**src/rtl/traffic_signal_monitor.sv**
```systemverilog
// Passive checker for the 4-approach traffic controller lamp outputs.
// Tracks each vehicle head's lamp state and latches the first violation seen.
module traffic_signal_monitor #(
  parameter int MIN_GREEN   = 4,
  parameter int MIN_YELLOW  = 2,
  parameter int MAX_ALL_RED = 16,
  parameter int CW          = 8
) (
  input  logic       clk,
  input  logic       reset,
  input  logic       s1_g, s2_g, s3_g, s4_g,
  input  logic       s1_y, s2_y, s3_y, s4_y,
  input  logic       s1_r, s2_r, s3_r, s4_r,
  input  logic       P1_g, P2_g, P3_g, P4_g,
  input  logic       P1_r, P2_r, P3_r, P4_r,
  input  logic       fault_clr,
  output logic       fault,
  output logic [2:0] fault_code,
  output logic [1:0] fault_head,
  output logic       active_valid,
  output logic [1:0] active_head,
  output logic [7:0] phase_count
);

  typedef enum logic [1:0] {ST_RED = 2'd0, ST_GREEN = 2'd1, ST_YELLOW = 2'd2} head_state_t;

  logic [3:0] v_g, v_y, v_r, p_g, p_r;
  assign v_g = {s4_g, s3_g, s2_g, s1_g};
  assign v_y = {s4_y, s3_y, s2_y, s1_y};
  assign v_r = {s4_r, s3_r, s2_r, s1_r};
  assign p_g = {P4_g, P3_g, P2_g, P1_g};
  assign p_r = {P4_r, P3_r, P2_r, P1_r};

  head_state_t   state_q [4];
  head_state_t   state_d [4];
  logic [CW-1:0] dur_q   [4];
  logic [CW-1:0] dur_d   [4];
  logic [CW-1:0] red_cnt_q, red_cnt_d;

  logic [3:0] enc_v, conf_v, seq_v, sy_v, sg_v, ped_v, starve_v;
  logic [3:0] nonred, gy_edge, sel_vec;
  logic [2:0] sel_code;
  logic [1:0] sel_head;
  logic       viol_any, all_red;
  logic       active_valid_d;
  logic [1:0] active_head_d;
  logic [7:0] phase_count_d;

  always_comb begin
    enc_v     = '0;
    seq_v     = '0;
    sy_v      = '0;
    sg_v      = '0;
    ped_v     = '0;
    nonred    = '0;
    gy_edge   = '0;
    for (int n = 0; n < 4; n++) begin
      state_d[n] = state_q[n];
      dur_d[n]   = dur_q[n];
      // A malformed sample leaves the head where it was so it cannot fake a transition.
      if ($onehot({v_g[n], v_y[n], v_r[n]}) && (p_g[n] ^ p_r[n])) begin
        if (v_g[n])      state_d[n] = ST_GREEN;
        else if (v_y[n]) state_d[n] = ST_YELLOW;
        else             state_d[n] = ST_RED;
      end else begin
        enc_v[n] = 1'b1;
      end
      nonred[n]  = (state_d[n] != ST_RED);
      seq_v[n]   = (state_q[n] == ST_GREEN  && state_d[n] == ST_RED)    ||
                   (state_q[n] == ST_YELLOW && state_d[n] == ST_GREEN)  ||
                   (state_q[n] == ST_RED    && state_d[n] == ST_YELLOW);
      gy_edge[n] = (state_q[n] == ST_GREEN && state_d[n] == ST_YELLOW);
      sg_v[n]    = gy_edge[n] && (dur_q[n] < CW'(MIN_GREEN));
      sy_v[n]    = (state_q[n] == ST_YELLOW && state_d[n] == ST_RED) &&
                   (dur_q[n] < CW'(MIN_YELLOW));
      ped_v[n]   = p_g[n] && !v_r[n];
      if (state_d[n] != state_q[n])  dur_d[n] = CW'(1);
      else if (dur_q[n] != '1)       dur_d[n] = dur_q[n] + CW'(1);
    end

    conf_v  = ($countones(nonred) > 1) ? nonred : 4'b0000;
    all_red = (nonred == 4'b0000);
    if (!all_red)               red_cnt_d = '0;
    else if (red_cnt_q != '1)   red_cnt_d = red_cnt_q + CW'(1);
    else                        red_cnt_d = red_cnt_q;
    // Exact-match fires once per run; saturation keeps it from re-firing after wrap.
    starve_v = (all_red && red_cnt_d == CW'(MAX_ALL_RED)) ? 4'b0001 : 4'b0000;

    // Evaluate highest code first so the lowest active code overwrites it.
    sel_code = 3'd0;
    sel_vec  = 4'b0000;
    if (starve_v != 0) begin sel_code = 3'd7; sel_vec = starve_v; end
    if (ped_v    != 0) begin sel_code = 3'd6; sel_vec = ped_v;    end
    if (sg_v     != 0) begin sel_code = 3'd5; sel_vec = sg_v;     end
    if (sy_v     != 0) begin sel_code = 3'd4; sel_vec = sy_v;     end
    if (seq_v    != 0) begin sel_code = 3'd3; sel_vec = seq_v;    end
    if (conf_v   != 0) begin sel_code = 3'd2; sel_vec = conf_v;   end
    if (enc_v    != 0) begin sel_code = 3'd1; sel_vec = enc_v;    end
    viol_any = (sel_code != 3'd0);

    sel_head      = 2'd0;
    active_head_d = 2'd0;
    for (int n = 3; n >= 0; n--) begin
      if (sel_vec[n]) sel_head = 2'(n);
      if (nonred[n])  active_head_d = 2'(n);
    end
    active_valid_d = ($countones(nonred) == 1);
    if (!active_valid_d) active_head_d = 2'd0;
    phase_count_d = phase_count + 8'($countones(gy_edge));
  end

  always_ff @(posedge clk or posedge reset) begin
    if (reset) begin
      for (int n = 0; n < 4; n++) begin
        state_q[n] <= ST_RED;
        dur_q[n]   <= CW'(1);
      end
      red_cnt_q    <= '0;
      fault        <= 1'b0;
      fault_code   <= 3'd0;
      fault_head   <= 2'd0;
      active_valid <= 1'b0;
      active_head  <= 2'd0;
      phase_count  <= 8'd0;
    end else begin
      for (int n = 0; n < 4; n++) begin
        state_q[n] <= state_d[n];
        dur_q[n]   <= dur_d[n];
      end
      red_cnt_q    <= red_cnt_d;
      active_valid <= active_valid_d;
      active_head  <= active_head_d;
      phase_count  <= phase_count_d;
      // A new violation beats a simultaneous clear; otherwise the record is frozen.
      if (viol_any && (!fault || fault_clr)) begin
        fault      <= 1'b1;
        fault_code <= sel_code;
        fault_head <= sel_head;
      end else if (fault_clr) begin
        fault      <= 1'b0;
        fault_code <= 3'd0;
        fault_head <= 2'd0;
      end
    end
  end

endmodule

```
**config.mk**
```make
export PLATFORM = sky130hd
export DESIGN_NAME = traffic_signal_monitor
export DESIGN_NICKNAME = d
export VERILOG_FILES = /design/src/rtl/traffic_signal_monitor.sv
export SDC_FILE = /design/constraint.sdc
export NUM_CORES = 1
export LEC_CHECK = 0
export BUFFER_PORTS_ARGS = -buffer_cell sky130_fd_sc_hd__buf_2
export CAP_MARGIN = 30
export CORE_MARGIN = 5
export CORE_UTILIZATION = 24
export CTS_BUF_LIST = sky130_fd_sc_hd__clkbuf_8 sky130_fd_sc_hd__clkbuf_16
export DETAILED_ROUTE_END_ITERATION = 8
export PLACE_DENSITY_LB_ADDON = 0.25
export SLEW_MARGIN = 30
export SYNTH_ARGS = -nofsm -noshare
export SYNTH_HDL_FRONTEND = slang
export SYNTH_SLANG_ARGS = --single-unit
```
**constraint.sdc**
```tcl
create_clock -name clk -period 4.59 [get_ports clk]
set_input_delay 1.377 -clock clk [delete_from_list [all_inputs] [get_ports clk]]
set_output_delay 1.377 -clock clk [all_outputs]
set_load 0.02 [all_outputs]
```
* Yosys cells after proc, flatten, opt, wreduce, memory -nomap -nowiden
Index checks and enable logic that the tools add are counted.
Word-level totals: word-level logic and storage cells 214, register bits after elaboration 65, output and inout port bits 17
Cells by class: reductions and logical operators 78, equality and inequality tests 31, magnitude comparators 9, add/subtract/negate cells 20, multiplexer cells 57, bitwise operators 4
Operators by type and width (count):
- $mux 8 | 10
- $mux 2 | 23
- $add 8x1->8 const B | 5
- $ne 8x8->1 const B | 5
- $logic_and 1x1->1 | 38
- $gt 32x2->1 const B | 1
- $lt 8x2->1 const B | 4
- $lt 8x3->1 const B | 4
- $mux 4 | 7
- $reduce_bool 4->1 | 7
- $mux 3 | 9
- $eq 2x1->1 const B | 12
- $reduce_bool 2->1 | 9
- $add 1x1->2 | 8
- $eq 2x2->1 const B | 8
- $logic_not 2->1 | 8
- $logic_or 1x1->1 | 9
- $add 2x1->2 | 4
- $add 8x3->8 | 1
- $eq 8x5->1 const B | 1
- $mux 1 | 8
- $ne 2x2->1 | 4
- $add 2x2->3 | 2
- $logic_not 1->1 | 5
- 4 further kinds | 7

* Longest topological paths before layout
depth in word-level cells 24, gate-level depth with buffers 18, gate-level depth less buffers 17

* Worst setup path after synthesis
Ideal clock, no wire load.
path type input to register, start point input s1_g, end point register fault_head[0], data arrival time 5.022 ns, path slack -0.556 ns, stages on the path 17, data required time 4.466 ns, library setup time 0.124 ns, buffers on the path 2, cells stage by stage clkbuf_1 inv_1 fa_1 and2b_1 a211o_2 nand2_1 inv_1 fa_1 ha_1 inv_1 ha_1 or2_2 buf_1 a21oi_1 a21oi_1 a32oi_1 nand2_1
On the way: word-level cells in the longest chain between the ends 21, elaborated cells on any way between the ends 56, those cells by class 3 x add/sub; 1 x order compare; 4 x eq/ne; 25 x mux; 23 x reduce/logical
RTL lines:
- start, declared | line 11 | input logic s1_g, s2_g, s3_g, s4_g,
- parallel branches: the longest is 21 deep, another holds $gt 32x2->1
- end signal, assigned | line 138 | fault_head <= sel_head;
- end, declared | line 19 | output logic [1:0] fault_head,
Parallel ways; which one is timed is not known. A chain may end at the register's enable or synchronous reset.

* Worst setup path after layout
Ends and elaborated chain as after synthesis.

==> impl_results.md <==
* Combinational family with the most area after synthesis: simple AND/OR/NAND/NOR gates
* Crit-path cells: buf_8 -> inv_4 -> fa_1 -> and2b_2 -> a211o_2 -> nand2_2 -> inv_2 -> fa_1 -> ha_2 -> inv_2 -> ha_4 -> or2_4 -> o311a_1 -> o31ai_2 -> a21oi_2 -> a32oi_1 -> nand2_1
* Overflow after GRT at 0
* Post-synth cell types at 62
* Final Max Tran Viols at 0
* Commonest cells post-synth: nor2_1 (73), dfrtp_1 (61), nand2_1 (36), nand3_1 (27), inv_1 (26)
* Multiplexer share of the synthesized area at 1.86%
* Post-Route WL at 10.9 mm
* DR DRC count at 0
* Die Span Y at roughly 140 um
* Complex-gate fraction of the synthesized area at 12.7%
* Final Setup Violations at 0
* Max incr delay on CP at 540 ps
* Xor and xnor area share after synthesis at 6.07%
* ANT cells at 0
* DRT Pass-1 Iters at 4
* Mapped Cells at 495
* Starting Density at about 24%
* Crit path launch type: input port
* Core area at 17,800 um2
* Maxcap violations at 0
* Count leader, synth: nor2_1
* Slew @ Worst Pin at 822 ps
* Clock buffer count from CTS at 9
* Asr flop ratio synth at 100%
* Endpoints failing hold at 0
* RSZ-0062 raised after global routing: yes
* TritonCTS clock tree: built
* HPWL Detailed at 8.36 mm
* Share of cells above drive strength 1 at 23.6%
* Hold WC Path Type: flop to flop
* Delay-heaviest family, CP: adder cells
* EDFF count, synth at 0
* Worst VDD drop at 0.207 mV
* Number of I/O port buffers at 39
* WS Path Type: input port to flop
* Skew-Pair Late Insertion Delay at between 300 and 400 ps
* Ports at 40
* Buffers & Inverters on Critical Path at 4
* Die X at 144 um
* Top FF cell, synth: dfrtp_1
* Clk slew on worst S/H paths at 60 ps
* Gr usage total at 11.2%
* Via count at 3,775
* Initial antenna violation count at 0
* Worst Path Max Fanout at 7
* Final Cycle Share at 96.7%
* Root buffer cell: clkbuf_16
* Leakage power at 2.44 nW
* Place WS at -382 ps
* Mapped Avg Cell Area at roughly 8.7 um2
* Maximum operating frequency at 225 MHz
* Routed vias/inst at 4.71
* Antenna Nets Post-Route at 0
* Post-synthesis adder-cell area fraction at around 6.3%
* Ys Warns at 0
* Synth area leaders: dfrtp_1 (35%), nor2_1 (6.4%), xor2_1 (3.9%), fa_1 (3.7%), nand2_1 (3.1%)
* Worst EP required at approximately 4800 ps
* Simple-gate share of the synthesized area at 31.3%
* Run status: finished clean
* First-pass GRT wire length at 18.6 mm
* Nets at 608
* CTS Sinks at 65
* DRT iter0 DRCs at around 190
* DIE AREA at 20,700 um2
* WP data arrival at 4650 ps
* FF+latch count, synth at 65
* WL per Instance at 13.6 um
* Slowest CP cell: fa_1
* Layout Skew at between 6 and 7 ps
* Top cell type's share of synthesized area at 35.4%
* Worst Setup End Kind: flop
* Final Critical Period at about 4400 ps
* Leading area contributor after synthesis: dfrtp_1
* Clk buf depth at 2
* Register area share after synthesis at 37.9%
* Synthesized Nets at approximately 540
* # rows at between 40 and 50
* Layout area overhead at 25.0%
* Largest net degree at the start of global routing at 51
* Max transition margin at 44.8%
* Post-CTS Hold Buffers at 0
* Pwr Density at 474 nW/um2
* Setup_tns at 0 ps
* GPL Wtd Cong at 0.815
* Min setup slack post-route at roughly 150 ps
* Htree depth at 3
* Cell Area, Synth at 4310 um2
* Vias in the first global route at 3,771
-- what timing repair did --
item,CTS,global route
buffers inserted,0,2
cloned,0,0
hold endpoints to repair,0,0
endpoints found under the setup margin,1,11
pin swaps,0,9
resized for setup,1,14
-- cells by family (layout without fill, tap and decap cells) --
logic type	Yosys count	in the layout
AND/OR/NAND/NOR	251	251
AO/OA/AOI/OAI	81	81
flip-flops	65	65
buffers and inverters	44	122
XOR/XNOR	29	29
adder cells (fa/ha/maj)	17	17
multiplexers	8	8
-- layout by cell type (no fill, tap or decap), types with 15 or more instances in the layout --
cell type and n:
buf_2 37, o21ai_0 23, nand2_1 34, nand3_1 27
and3_1 19, xor2_1 19, nor2_1 73, nand4_1 15
inv_1 22, dfrtp_1 61, buf_4 41, nor3_1 20
-- layout make-up --
type                    count  area, um2
fillers                  1848      12500
multi-input cells         386       2580
flip-flops and latches     65       1630
repair buffers             80        519
well taps                 229        287
clock buffers               9        225
inverters                  26        103
clock inverters             7       38.8
-- per-stage QoR --
stage	hold slack [ps]	area [um2]	cells	total power, mW	util [%]
global route	511	5380	802	2.78	30.2
global placement	470	5030	784	1.88	28.2
finish	470	5380	802	2.55	30.2
floorplan	504	4360	495	1.62	-
detailed placement	468	5030	784	1.91	28.2
CTS	475	5310	800	2.55	29.7
-- sequential cells by signal, indices dropped and copies added (netlist names) --
| register | count |
|---|---|
| dur_q | 32 |
| phase_count | 8 |
| red_cnt_q | 8 |
| state_q | 8 |
| fault_code | 3 |
| active_head | 2 |
| fault_head | 2 |
| active_valid | 1 |
| fault | 1 |
-- path summary, 6_finish.rpt --
check | slack (ps) | cells past startpoint | endpoint | start
max in group asynchronous | 2800 | 3 | active_head[1] | reset
worst max-delay path | 150 | 17 | fault_head[0] | s1_g
worst min-delay path | 470 | 1 | phase_count[7] | phase_count[7]
min in group asynchronous | 1120 | 2 | dur_q[12] | reset
worst max register to register | 1520 | 13 | fault_head[0] | state_q[7]
worst min register to register | 470 | 1 | phase_count[7] | phase_count[7]
-- worst register-to-register path, delay by kind of cell (launching register included) --
family,cells,cell delay (ps)
flip-flops,1,510
adder cells (fa/ha/maj),3,900
AO/OA/AOI/OAI,5,1010
buffers and inverters,2,90
AND/OR/NAND/NOR,3,420
-- routing by layer --
metal	wire length, um	global-route usage, %	vias to the layer above	share of wire [%]
met4	253	3.82	0	2.3
li1	-	-	1916	-
met3	471	2.96	16	4.3
met1	5010	14.5	1776	46
met2	5200	18.0	67	48
met5	0	0	-	0
-- where the power goes --
| group | leakage [nW] | switching [mW] | internal [mW] |
|---|---|---|---|
| Sequential | 0.833 | 0.215 | 0.753 |
| Clock | 0.132 | 0.252 | 0.359 |
| Combinational | 1.47 | 0.521 | 0.452 |
No activity file was read; power rests on OpenSTA's default activity.
